## config.mk

```make
export PLATFORM = sky130hd
export DESIGN_NAME = spi_byte_sequencer
export DESIGN_NICKNAME = d
export VERILOG_FILES = /design/src/rtl/spi_pkg.sv /design/src/rtl/sync_fifo.sv /design/src/rtl/spi_byte_sequencer.sv
export SDC_FILE = /design/constraint.sdc
export NUM_CORES = 1
export LEC_CHECK = 0
export ABC_AREA = 1
export CAP_MARGIN = 5
export CORE_AREA = 10 10 83 121
export CTS_CLUSTER_SIZE = 12
export DETAILED_ROUTE_END_ITERATION = 8
export DIE_AREA = 0 0 93 131
export GPL_ROUTABILITY_DRIVEN = 0
export PLACE_DENSITY = 0.72
export SLEW_MARGIN = 25
export SYNTH_ARGS = -nofsm -noshare
export SYNTH_HDL_FRONTEND = slang
export SYNTH_SLANG_ARGS = --single-unit
```

## constraint.sdc

```tcl
create_clock -name clk -period 3.55 [get_ports clk]
set_input_delay 0.71 -clock clk [delete_from_list [all_inputs] [get_ports clk]]
set_output_delay 0.71 -clock clk [all_outputs]
set_load 0.005 [all_outputs]
```

## src/rtl/spi_pkg.sv

```systemverilog
// Shared types for the SPI byte sequencer: sequencer state encoding and byte width.
// Latency: n/a (types and constants only).
// Backpressure: n/a.
package spi_pkg;

    localparam int BYTE_W = 8;

    typedef enum logic [1:0] {
        SEQ_IDLE,
        SEQ_ARM,
        SEQ_XFER,
        SEQ_CAPTURE
    } seq_state_t;

endpackage

```

## src/rtl/sync_fifo.sv

```systemverilog
// Single-clock FIFO with first-word-fall-through head and occupancy count.
// Latency: a pushed word is visible at head the cycle after the push edge.
// Backpressure: push ignored when full, pop ignored when empty; push+pop together leaves level unchanged.
//
// Ports:
//   clk, rst             clock, asynchronous active-high reset (discards contents)
//   push, push_data      write request and data
//   pop                  read request (advances head)
//   full, empty, level   status derived from the count register
//   head                 word at the read pointer, valid while !empty
module sync_fifo #(
    parameter  int WIDTH = 8,
    parameter  int DEPTH = 4,
    localparam int AW    = $clog2(DEPTH),
    localparam int LW    = AW + 1
) (
    input  logic             clk,
    input  logic             rst,
    input  logic             push,
    input  logic [WIDTH-1:0] push_data,
    input  logic             pop,
    output logic             full,
    output logic             empty,
    output logic [LW-1:0]    level,
    output logic [WIDTH-1:0] head
);

    logic [WIDTH-1:0] r_mem [DEPTH];
    logic [AW-1:0]    r_wptr;
    logic [AW-1:0]    r_rptr;
    logic [LW-1:0]    r_count;

    logic             w_push;
    logic             w_pop;

    assign full   = (r_count == LW'(DEPTH));
    assign empty  = (r_count == '0);
    assign level  = r_count;
    assign head   = r_mem[r_rptr];

    // Requests are qualified here so callers can drive raw valid/ready terms.
    assign w_push = push && !full;
    assign w_pop  = pop && !empty;

    always_ff @(posedge clk or posedge rst) begin
        if (rst) begin
            r_wptr  <= '0;
            r_rptr  <= '0;
            r_count <= '0;
        end else begin
            if (w_push) begin
                r_wptr <= r_wptr + AW'(1);
            end
            if (w_pop) begin
                r_rptr <= r_rptr + AW'(1);
            end
            case ({w_push, w_pop})
                2'b10:   r_count <= r_count + LW'(1);
                2'b01:   r_count <= r_count - LW'(1);
                default: r_count <= r_count;
            endcase
        end
    end

    // Storage needs no reset: the count register alone defines which entries are live.
    always_ff @(posedge clk) begin
        if (w_push) begin
            r_mem[r_wptr] <= push_data;
        end
    end

endmodule

```

## src/rtl/spi_byte_sequencer.sv

```systemverilog
// Feeds buffered TX bytes to SPI_driver one at a time and collects each received byte into an RX FIFO.
// Latency: TX byte to drv_start >= 2 cycles; drv_en fall to rx_valid = 2 cycles; CAPTURE to next start gap = 1 cycle.
// Backpressure: tx_ready drops when TX FIFO full; a transfer only starts when the RX FIFO has a slot reserved for it.
//
// Ports:
//   clk, rst                       clock shared with SPI_driver, asynchronous active-high reset
//   tx_data/tx_valid/tx_ready      TX byte stream in
//   rx_data/rx_valid/rx_ready      RX byte stream out (first-word-fall-through)
//   drv_data_in, drv_start         byte and single-cycle start pulse to the driver
//   drv_en, drv_data_out           driver busy flag and received byte from the driver
//   busy                           sequencer not in IDLE
//   tx_level, rx_level             FIFO occupancies
module spi_byte_sequencer
    import spi_pkg::*;
#(
    parameter  int DEPTH = 4,
    localparam int LW    = $clog2(DEPTH) + 1
) (
    input  logic              clk,
    input  logic              rst,
    input  logic [BYTE_W-1:0] tx_data,
    input  logic              tx_valid,
    output logic              tx_ready,
    output logic [BYTE_W-1:0] rx_data,
    output logic              rx_valid,
    input  logic              rx_ready,
    output logic [BYTE_W-1:0] drv_data_in,
    output logic              drv_start,
    input  logic              drv_en,
    input  logic [BYTE_W-1:0] drv_data_out,
    output logic              busy,
    output logic [LW-1:0]     tx_level,
    output logic [LW-1:0]     rx_level
);

    seq_state_t        r_state;
    seq_state_t        w_state_nxt;
    logic              r_start;
    logic              w_start_nxt;
    logic [BYTE_W-1:0] r_data_in;
    logic [BYTE_W-1:0] w_data_in_nxt;
    logic              r_reserve;
    logic              w_reserve_nxt;
    logic              r_en_prev;

    logic              w_tx_full;
    logic              w_tx_empty;
    logic [BYTE_W-1:0] w_tx_head;
    logic              w_tx_pop;
    logic              w_rx_full;
    logic              w_rx_empty;
    logic [LW-1:0]     w_rx_level;
    logic              w_rx_push;
    logic [LW:0]       w_rx_committed;
    logic              w_rx_room;

    sync_fifo #(.WIDTH(BYTE_W), .DEPTH(DEPTH)) u_tx_fifo (
        .clk       (clk),
        .rst       (rst),
        .push      (tx_valid),
        .push_data (tx_data),
        .pop       (w_tx_pop),
        .full      (w_tx_full),
        .empty     (w_tx_empty),
        .level     (tx_level),
        .head      (w_tx_head)
    );

    sync_fifo #(.WIDTH(BYTE_W), .DEPTH(DEPTH)) u_rx_fifo (
        .clk       (clk),
        .rst       (rst),
        .push      (w_rx_push),
        .push_data (drv_data_out),
        .pop       (rx_ready),
        .full      (w_rx_full),
        .empty     (w_rx_empty),
        .level     (w_rx_level),
        .head      (rx_data)
    );

    assign tx_ready    = !w_tx_full;
    assign rx_valid    = !w_rx_empty;
    assign rx_level    = w_rx_level;
    assign drv_start   = r_start;
    assign drv_data_in = r_data_in;
    assign busy        = (r_state != SEQ_IDLE);

    // Slots already holding bytes plus the one promised to an in-flight transfer.
    // Starting only when this is below DEPTH makes RX overflow impossible.
    assign w_rx_committed = {1'b0, w_rx_level} + {{LW{1'b0}}, r_reserve};
    assign w_rx_room      = (w_rx_committed < (LW+1)'(DEPTH));

    always_ff @(posedge clk or posedge rst) begin
        if (rst) begin
            r_state   <= SEQ_IDLE;
            r_start   <= 1'b0;
            r_data_in <= '0;
            r_reserve <= 1'b0;
            r_en_prev <= 1'b0;
        end else begin
            r_state   <= w_state_nxt;
            r_start   <= w_start_nxt;
            r_data_in <= w_data_in_nxt;
            r_reserve <= w_reserve_nxt;
            r_en_prev <= drv_en;
        end
    end

    always_comb begin
        w_state_nxt   = r_state;
        w_start_nxt   = 1'b0;
        w_data_in_nxt = r_data_in;
        w_reserve_nxt = r_reserve;
        w_tx_pop      = 1'b0;
        w_rx_push     = 1'b0;

        case (r_state)
            SEQ_IDLE: begin
                // The start pulse is registered, so it is seen by the driver
                // during the first ARM cycle together with the popped byte.
                if (!w_tx_empty && w_rx_room) begin
                    w_tx_pop      = 1'b1;
                    w_data_in_nxt = w_tx_head;
                    w_start_nxt   = 1'b1;
                    w_reserve_nxt = 1'b1;
                    w_state_nxt   = SEQ_ARM;
                end
            end
            SEQ_ARM: begin
                // No timeout: a driver that never raises drv_en parks us here.
                if (drv_en) begin
                    w_state_nxt = SEQ_XFER;
                end
            end
            SEQ_XFER: begin
                if (r_en_prev && !drv_en) begin
                    w_state_nxt = SEQ_CAPTURE;
                end
            end
            SEQ_CAPTURE: begin
                // One cycle after the drv_en fall so drv_data_out has settled.
                // The reservation guarantees a free slot; the full gate is belt-and-braces.
                w_rx_push     = !w_rx_full;
                w_reserve_nxt = 1'b0;
                w_state_nxt   = SEQ_IDLE;
            end
            default: begin
                w_state_nxt = SEQ_IDLE;
            end
        endcase
    end

endmodule
```

==> results.md, run 1 <==
- Hold WC Path Type: reg -> reg
- Skew-Pair Late Insertion Delay: 330 ps
- Seq pwr share: 40.5%
- WHS Path Cells: 2
- Crit path cell chain: inv_2 -> o21ai_0 -> o22ai_1 -> clkdlybuf4s50_1
- R2r setup slk: 1060 ps
- Psw: 1.38 mW
- Post-synth top flop: edfxtp_1
- First-pass GRT wire length: 11,500 um
- Final setup margin: 824 ps
- Syn_area_per_cell: 12.0 um2
- CTS sink cnt: 91
- Per-cell routed wire length: 14.6 um
- CTS Buf Count: 9
- Power per cell area: 874 nW/um2
- Worst r2r dst: u_tx_fifo.level[2]
- IO buf count: 46
- Crit share post-route: 76.8%
- Minimum clock period: 2730 ps
- Status: completed
- Critical Path Fanout Max: 18
- Global Route Usage Sum: 12.1%
- Comb power frac: 35.0%
- Layout Skew: 7.07 ps
- Final wirelength: 6980 um
- Pwr Total: 4.10 mW
- Antenna diodes: 0
- Worst r2r path cells: 10
- Post-place setup slack: 1050 ps
- Fin nets: 406
- Fraction of registers with async set/reset: 29.7%
- Initial antenna violation count: 0
- Synth area leaders: edfxtp_1, dfrtp_1, ha_1
- Critical Path End Type: output pin
- Worst Hold End: drv_data_in[7]
- Clock Power Share: 24.5%
- Relative slew slack: 47.3%
- DRT Pass-1 Iters: 5
- Layout cells sized above 1: 8.31%
- Root Driver: clkbuf_16
- Row count: 40
- Chip Width: 93 um
- Max-Cap Viols: 0
- Crit-path slowest cell: dfrtp_1
- Multi-input logic area: 1060 um2
- Crit path largest cell delay: 570 ps
- Post-synth top area cell: edfxtp_1
- Via Count: 2,334
- I/O Pins: 47
- Crit path kind: reg -> out
- Sequential area share after synthesis: 67.3%
- Ys Warns: 0
- R2R Path Start: r_state[0]
- Syn_nets: 359
- Final Max Slew Viols: 0
- FF/Latch Area: 2600 um2
- H-tree depth: 3
- Req. time, crit path: 2840 ps
- Gr ovfl total: 0
- Post-synth top cells: edfxtp_1, nor2_1, nand2_1
- F_max: 367 MHz
- Die Area: 12,200 um2
- DRC: 0
- Startpoint Class: register
- Pleak: 1.85 nW
- Largest net degree at the start of global routing: 28
- Post-Syn Area: 3860 um2
- Unrepaired setup endpoints after global routing: no
- Core ar.: 7910 um2
- Worst Max-Slew Pin Slew: 788 ps
- Setup Viol. Count Final: 0
- Family with the most delay on the worst path: buffers and inverters
- VDD IR-drop max: 552 uV
- Worst EP arrival: 2020 ps
- Avg Vias per Cell: 4.88
- 1st-iter DRT viols: 99
- Fillcell total: 686
- Hold Startpoint: drv_data_in[7]
- Buffers & Inverters on Critical Path: 2
- HPWL Detailed: 5000 um
- Vias in the first global route: 2,416
- CP startpoint: u_rx_fifo.r_rptr[0]
- Postcts setup bufs: 0
- Synth cell types: 28
- Synth top area share: 49.8%
- Area added between synthesis and finish: 21.6%
- Switching fraction of total power: 33.6%
- CTS Hold Buffers Added: 0
- Top-count cell post-synth: edfxtp_1
- CTS tree: done
- Clk buf depth: 2
- Post-DRT Antenna Nets: 0
- Synthesized flop and latch total: 91
- Resize count post-CTS: 0
- Final Hold Viols: 0
- Initial core utilization: 48.8%
- Clock-pin slew on the worst setup and hold paths: 60 ps
- Number of flops mapped to enable cells by yosys: 64
- Cell count after synthesis: 321
- Die Height: 131 um
- Setup TNS: 0 ps
- Cell Int Power: 2.72 mW
sequential cells by signal (all words and copies together) (netlist names):
signal / cells
drv_data_in: 8
drv_start: 1
r_en_prev: 1
r_reserve: 1
r_state: 2
u_rx_fifo.level: 3
u_rx_fifo.r_mem: 32
u_rx_fifo.r_rptr: 2
u_rx_fifo.r_wptr: 2
u_tx_fifo.level: 3
u_tx_fifo.r_mem: 32
u_tx_fifo.r_rptr: 2
u_tx_fifo.r_wptr: 2
metrics by stage:
step	area [um2]	cells	utilization, %	hold WS, ps
after floorplan	3860	321	-	472
after global placement	4370	462	55.2	464
after detailed placement	4370	462	55.2	473
after CTS	4690	478	59.4	494
after global routing	4690	478	59.4	517
final	4690	478	59.4	490
cells in the final DEF, fill, tap and decap left out:
master / synthesis / routed
edfxtp_1: 64 / 64
nor2_1: 50 / 50
clkdlybuf4s50_1: 0 / 46
nand2_1: 38 / 38
o21ai_0: 35 / 35
inv_1: 29 / 28
dfrtp_1: 27 / 27
ha_1: 15 / 15
o21ai_1: 9 / 9
clkbuf_16: 0 / 9
o22ai_1: 8 / 8
xor2_1: 6 / 6
nand3_1: 5 / 5
nor2_2: 4 / 4
a21oi_1: 4 / 4
xnor2_1: 3 / 3
nand2_2: 3 / 3
inv_2: 2 / 3
fa_1: 2 / 2
inv_6: 0 / 2
clkinv_4: 0 / 2
bufinv_16: 0 / 2
nand3_2: 1 / 1
inv_4: 1 / 1
nand4_4: 1 / 1
a22oi_1: 1 / 1
or2_2: 1 / 1
o21ai_2: 1 / 1
and2_1: 1 / 1
clkinv_2: 0 / 1
layer usage:
layer  track usage [%]  wire, um
met4              4.37        58
met2              21.9      3730
met5                 0         0
met3              4.23       394
met1              12.5      2790
power by group through the flow:
stage                     registers [mW]  logic [mW]  clock network [mW]
final                               1.66        1.44                1.01
after global routing                1.69        1.64                1.08
after CTS                           1.66        1.47                1.03
after detailed placement            1.68        1.45                   0
after global placement              1.67        1.41                   0
after floorplan                     1.56        1.01                   0
cell type report:
cell class | count | area share [%]
well taps | 105 | 2.80
flip-flops and latches | 91 | 55.3
repair buffers | 46 | 9.81
clock buffers | 9 | 4.80
clock inverters | 7 | 2.13
inverters | 32 | 2.61
multi-input cells | 188 | 22.5
worst max-delay path by stage:
stage | to | slack (ps) | depth (start not counted)
3_5_place_dp | u_tx_fifo.level[2] | 1050 | 10
6_report | rx_data[5] | 820 | 4
3_3_place_gp | u_tx_fifo.level[2] | 1120 | 10
5_1_grt | rx_data[0] | 610 | 4
2_1_floorplan | u_tx_fifo.level[2] | 1490 | 10
4_1_cts | rx_data[5] | 810 | 4
logic make-up after synthesis:
family,count (synthesis),share of synthesized area (%)
and+or+nand+nor,104,11.5
DFF,91,67.3
AOI/OAI and AO/OA,58,7.94
buffers and inverters,42,5.35
adders and majority gates,17,5.90
xor gates and xnor gates,9,2.04
worst register-to-register path: stages, from the launching register on:
cell	delay [ps]
dfrtp_1	420
inv_1	120
ha_1	250
nand4_4	290
inv_2	280
ha_1	180
inv_1	70
fa_1	380
a21oi_1	140
o21ai_0	100
xor2_1	150
Power figures use the tool's default switching activity.
==> inputs of run 2 (changes only) <==
==> constraint.sdc (replaced) <==
create_clock -name clk -period 2.6 [get_ports clk]
set_input_delay 0.52 -clock clk [delete_from_list [all_inputs] [get_ports clk]]
set_output_delay 0.52 -clock clk [all_outputs]
set_load 0.005 [all_outputs]
==> results.md, run 2 (synthesized netlist as in run 1, its figures left out) <==
- Initial core utilization: 48.8% (unchanged)
- Post-Place Cells: 468 (+1.3%)
- Cell Count, Final, Fillers Out: 484 (+1.3%)
- R2R Path Start: r_state[0]
- Global Route Usage Sum: 12.8% (+0.72 points)
- Startpoint Class: register
- IO buf count: 46 (unchanged)
- 1st-iter DRT viols: 82 (-17%)
- H-tree depth: 3 (unchanged)
- Final Max Slew Viols: 0 (unchanged)
- Via Count: 2,375 (+1.8%)
- Per-cell routed wire length: 14.8 um (+1.4%)
- Skew-Pair Late Insertion Delay: 340 ps (about the same)
- Antenna diodes: 0 (unchanged)
- Fin nets: 412 (+1.5%)
- Finished Cell Area: 4710 um2 (+0.29%)
- Unrepaired setup endpoints after global routing: no
- Most common library cell in the layout ignoring fill and taps: edfxtp_1
- Final Hold Viols: 0 (unchanged)
- HPWL Detailed: 5030 um (+0.60%)
- Clk buf depth: 2 (unchanged)
- Area added between synthesis and finish: 21.9%
- WHS Path Cells: 2 (unchanged)
- Core ar.: 7910 um2 (unchanged)
- Avg Vias per Cell: 4.91 (+0.50%)
- Post-DRT Antenna Nets: 0 (unchanged)
- Chip Width: 93 um (unchanged)
- Setup Viol. Count Final: 0 (unchanged)
- Power per cell area: 1170 nW/um2 (+34%)
- Fillcell total: 694 (+1.2%)
- Gr ovfl total: 0 (unchanged)
- R2r setup slk: 360 ps (-700 ps)
- Req. time, crit path: 2080 ps (-760 ps)
- Layout cells sized above 1: 9.50% (+1.2 points)
- Layout Skew: 8.18 ps (+1.11 ps)
- Placed cell area: 4410 um2 (+1.0%)
- Vias in the first global route: 2,472 (+2.3%)
- Final wirelength: 7160 um (+2.6%)
- Setup TNS: 0 ps (unchanged)
- Crit share post-route: 94.1%
- Minimum clock period: 2450 ps
- First-pass GRT wire length: 12,000 um (+4.6%)
- Largest net degree at the start of global routing: 28 (unchanged)
- Pleak: 1.85 nW (+0.49%)
- Die Height: 131 um (unchanged)
- Die Area: 12,200 um2 (unchanged)
- CTS sink cnt: 91 (unchanged)
- Critical Path Fanout Max: 18 (unchanged)
- Pwr Total: 5.53 mW (+35%)
- F_max: 409 MHz
- Max-Cap Viols: 0 (unchanged)
- Clock-pin slew on the worst setup and hold paths: 60 ps (about the same)
- Worst Hold End: drv_data_in[3]
- DRC: 0 (unchanged)
- Hold WC Path Type: reg -> reg
- Worst Max-Slew Pin Slew: 754 ps (-34.1 ps)
- Crit path kind: reg -> out
- CP startpoint: u_rx_fifo.r_rptr[0]
- Worst r2r dst: u_tx_fifo.level[2]
- Postcts setup bufs: 0 (unchanged)
- Relative slew slack: 49.5% (+2.3 points)
- Row count: 40 (unchanged)
- Most frequent cells in the layout: edfxtp_1, nor2_1, clkdlybuf4s50_1
- Crit-path slowest cell: clkdlybuf4s50_1
- VDD IR-drop max: 628 uV (+14%)
- Crit path largest cell delay: 540 ps (-30 ps)
- Worst EP arrival: 1930 ps (-90 ps)
- Worst r2r path cells: 10 (unchanged)
- Root Driver: clkbuf_16
- Crit path cell chain: inv_2 -> o21ai_0 -> o22ai_1 -> clkdlybuf4s50_1
- DRT Pass-1 Iters: 4 (-1)
- Status: completed
- Multi-input logic area: 1060 um2 (unchanged)
- Initial antenna violation count: 0 (unchanged)
- CTS Buf Count: 9 (unchanged)
- CTS tree: done
- Hold Startpoint: drv_data_in[3]
- I/O Pins: 47 (unchanged)
- FF/Latch Area: 2600 um2 (about the same)
- Critical Path End Type: output pin
[run 2: how the worst max path moves through the flow]
| stage | end | slack [ps] | cells past startpoint |
|---|---|---|---|
| after global routing | rx_data[4] | 1 | 4 |
| after global placement | u_rx_fifo.level[2] | 370 | 9 |
| after CTS | rx_data[5] | 100 | 4 |
| final | rx_data[5] | 150 | 4 |
| after floorplan | u_tx_fifo.level[2] | 540 | 10 |
| after detailed placement | u_rx_fifo.level[2] | 340 | 9 |
[run 2: cell type report]
class	instances	area share [%]
inverters	32	2.61
clock inverters	6	1.36
clock buffers	10	4.86
flip-flops and latches	91	55.2
repair buffers	52	10.7
well taps	105	2.79
multi-input cells	188	22.4
[run 2: power breakdown]
group	internal (mW)	leakage [nW]	total (mW)	switching, mW
clock	0.745	0.139	1.28	0.531
sequential	1.95	0.904	2.26	0.309
combinational	0.954	0.811	2.00	1.04
[run 2: critical path, delay by kind of cell (launching register included)]
kind / cells / cell delay [ps]
buffers and inverters: 2 / 800
flip-flops: 1 / 520
AO/OA/AOI/OAI: 2 / 270
[run 2: what timing repair did]
item                                    CTS  global route
hold buffers                              0             0
endpoints found under the setup margin    2             0
resized for setup                         1             0
[run 2: per-layer routing]
metal  vias up  part of all wire, %  track usage, %
met5         -                    0               0
met2        49                   53            23.1
met4         0                  1.2            5.46
met3         9                  4.2            3.88
li1       1187                    -               -
met1      1130                   42            13.4
[run 2: through the flow]
| step | util, % | hold WS (ps) | worst slack [ps] |
|---|---|---|---|
| floorplan | - | 472 | 544 |
| global placement | 55.8 | 464 | 372 |
| detailed placement | 55.8 | 473 | 339 |
| CTS | 59.5 | 490 | 98.9 |
| global route | 59.5 | 510 | 1.42 |
| finish | 59.5 | 486 | 154 |
==> inputs of run 3 (changes only) <==
--- a/config.mk
+++ b/config.mk
@@ -5,15 +5,15 @@
 export SDC_FILE = /design/constraint.sdc
 export NUM_CORES = 1
 export LEC_CHECK = 0
-export ABC_AREA = 1
 export CAP_MARGIN = 5
-export CORE_AREA = 10 10 83 121
+export CORE_AREA = 10 10 82 120
 export CTS_CLUSTER_SIZE = 12
 export DETAILED_ROUTE_END_ITERATION = 8
-export DIE_AREA = 0 0 93 131
+export DIE_AREA = 0 0 92 130
 export GPL_ROUTABILITY_DRIVEN = 0
 export PLACE_DENSITY = 0.72
 export SLEW_MARGIN = 25
 export SYNTH_ARGS = -nofsm -noshare
 export SYNTH_HDL_FRONTEND = slang
 export SYNTH_SLANG_ARGS = --single-unit
+export TNS_END_PERCENT = 10
==> results.md, run 3 <==
- Status: completed
- Cell Count, Final, Fillers Out: 370 (-24%)
- Syn_area_per_cell: 18.4 um2 (+53%)
- Worst r2r path cells: 10 (unchanged)
- Initial antenna violation count: 0 (unchanged)
- Crit path kind: reg -> out
- Initial core utilization: 48.2% (-0.62 points)
- Global Route Usage Sum: 11.8% (-1.0 points)
- Cell Int Power: 3.92 mW (+7.4%)
- CTS Buf Count: 9 (unchanged)
- Per-cell routed wire length: 17.3 um (+17%)
- Skew-Pair Late Insertion Delay: 340 ps (about the same)
- Top-count cell post-synth: edfxtp_1
- Area added between synthesis and finish: 24.2%
- Fillcell total: 627 (-9.7%)
- Sequential area share after synthesis: 69.0% (+1.7 points)
- Avg Vias per Cell: 5.00 (+1.9%)
- R2R Path Start: r_state[0]
- Critical Path Fanout Max: 10 (-8)
- Pwr Total: 5.52 mW (-0.13%)
- Final Hold Viols: 0 (unchanged)
- Synth area leaders: edfxtp_1, dfrtp_1, mux4_2
- CTS Hold Buffers Added: 0 (unchanged)
- Clock Power Share: 25.3% (+2.2 points)
- R2r setup slk: 330 ps (-30 ps)
- Power per cell area: 1180 nW/um2 (+0.59%)
- CTS tree: done
- Util after Layout: 59.9% (+0.33 points)
- Synth cell types: 33 (+18%)
- Vias in the first global route: 2,065 (-16%)
- Setup Viol. Count Final: 0 (unchanged)
- Fraction of registers with async set/reset: 29.7% (unchanged)
- Largest net degree at the start of global routing: 28 (unchanged)
- Layout Skew: 5.18 ps (-3.00 ps)
- 1st-iter DRT viols: 44 (-46%)
- Worst r2r dst: u_tx_fifo.level[2]
- Postcts setup bufs: 0 (unchanged)
- WHS Path Cells: 1 (-1)
- Chip Width: 92 um (-1.1%)
- Post-synth top area cell: edfxtp_1
- Worst EP arrival: 1860 ps (-70 ps)
- Setup TNS: 0 ps (unchanged)
- Clk buf depth: 2 (unchanged)
- DRC: 0 (unchanged)
- I/O Pins: 47 (unchanged)
- Crit path largest cell delay: 520 ps (-20 ps)
- Max-Cap Viols: 0 (unchanged)
- Clock-pin slew on the worst setup and hold paths: 60 ps (about the same)
- HPWL Detailed: 4520 um (-10%)
- Gr ovfl total: 0 (unchanged)
- Seq pwr share: 41.5% (+0.6 points)
- Crit-path slowest cell: mux4_2
- Syn_nets: 242 (-33%)
- Most frequent cells in the layout: edfxtp_1, clkdlybuf4s50_1, dfrtp_1
- Req. time, crit path: 2080 ps (about the same)
- Number of flops mapped to enable cells by yosys: 64 (unchanged)
- Crit share post-route: 91.4% (-2.6 points)
- Final Max Slew Viols: 0 (unchanged)
- IO buf count: 46 (unchanged)
- Crit path cell chain: buf_4 -> mux4_2 -> clkdlybuf4s50_1
- Via Count: 1,851 (-22%)
- H-tree depth: 3 (unchanged)
- Ys Warns: 0 (unchanged)
- Post-Syn Area: 3760 um2 (-2.5%)
- Most common library cell in the layout ignoring fill and taps: edfxtp_1
- Antenna diodes: 0 (unchanged)
- Post-synth top flop: edfxtp_1
- Post-Place Cells: 354 (-24%)
- VDD IR-drop max: 708 uV (+13%)
- Worst Max-Slew Pin Slew: 608 ps (-146 ps)
- Post-DRT Antenna Nets: 0 (unchanged)
- Post-synth top cells: edfxtp_1, dfrtp_1, inv_1
- CTS sink cnt: 91 (unchanged)
- Synthesized flop and latch total: 91 (unchanged)
- Layout cells sized above 1: 19.6% (+10 points)
- Fin nets: 298 (-28%)
- Hold WC Path Type: reg -> reg
- Startpoint Class: register
- First-pass GRT wire length: 10,700 um (-11%)
- Synth top area share: 51.1% (+1.3 points)
- Psw: 1.60 mW (-15%)
- Relative slew slack: 59.4% (+9.9 points)
- Row count: 40 (unchanged)
- DRT Pass-1 Iters: 4 (unchanged)
- Resize count post-CTS: 0 (-1)
- Worst Hold End: drv_data_in[7]
- Cell count after synthesis: 204 (-36%)
- Die Height: 130 um (-0.76%)
- Die Area: 12,000 um2 (-1.8%)
- Pleak: 1.77 nW (-4.7%)
- Unrepaired setup endpoints after global routing: no
- Critical Path End Type: output pin
- Minimum clock period: 2380 ps (-68.5 ps)
- Switching fraction of total power: 29.0% (-5.0 points)
- Comb power frac: 33.2% (-2.9 points)
- F_max: 421 MHz (+2.9%)
- Root Driver: clkbuf_16
- Hold Startpoint: drv_data_in[7]
- Core ar.: 7810 um2 (-1.3%)
- Final wirelength: 6400 um (-11%)
## run 3: changes by cell type after synthesis, moves of 9 or more
cell     delta
nor2_1     -46
nand2_1    -35
o21ai_0    -33
mux4_2     +16
inv_1      -11
o21ai_1     -9
## run 3: stage by stage
step | instance area (um2) | setup WS, ps | hold slack (ps)
after CTS | 4670 | 178 | 514
after floorplan | 3760 | 299 | 505
final | 4670 | 223 | 510
after detailed placement | 4350 | 249 | 499
after global routing | 4670 | 104 | 533
after global placement | 4350 | 325 | 493
## run 3: worst max-delay path by stage
stage,startpoint,end,slack [ps],depth (start not counted)
finish,u_rx_fifo.r_rptr[0],rx_data[4],220,3
global route,r_state[0],u_tx_fifo.level[2],100,10
CTS,u_rx_fifo.r_rptr[0],rx_data[4],180,3
detailed placement,tx_valid,u_tx_fifo.level[2],250,9
global placement,tx_valid,u_tx_fifo.level[2],320,9
floorplan,r_state[0],u_tx_fifo.level[2],300,11
## run 3: worst max-delay path, delay by kind of cell, from the launching register on
family | cells | cell delay [ps]
buffers and inverters | 2 | 670
flip-flops | 1 | 320
multiplexers | 1 | 520
## run 3: kinds of logic after synthesis
group / synth area share (%)
AOI/OAI and AO/OA: 0.898
xor gates and xnor gates: 2.79
adders and majority gates: 6.05
buffers and inverters: 2.73
DFF: 69.0
muxes: 13.6
and+or+nand+nor: 4.92
## run 3: per-layer routing
| layer | vias up | share of wire, % | track usage (%) |
|---|---|---|---|
| met5 | - | 0 | 0 |
| met4 | 0 | 2.1 | 6.38 |
| met3 | 10 | 6.3 | 4.60 |
| met2 | 41 | 53 | 20.2 |
| met1 | 937 | 38 | 12.2 |
| li1 | 863 | - | - |
## run 3: power groups by stage
stage                     combinational, mW  sequential [mW]  clock (mW)
final                                  1.83             2.29        1.40
after detailed placement               1.87             2.33           0
after global routing                   2.05             2.36        1.48
after CTS                              1.88             2.31        1.43
after floorplan                        1.24             2.18           0
after global placement                 1.84             2.31           0
## run 3: area by class of cell
type,instances,area [um2],area share (%)
Clock inverter,7,98.8,2.12
Tap cell,105,131,2.81
Clock buffer,9,225,4.82
Sequential cell,91,2600,55.6
Inverter,18,67.6,1.45
Multi-Input combinational cell,90,1060,22.7
Timing Repair Buffer,50,490,10.5
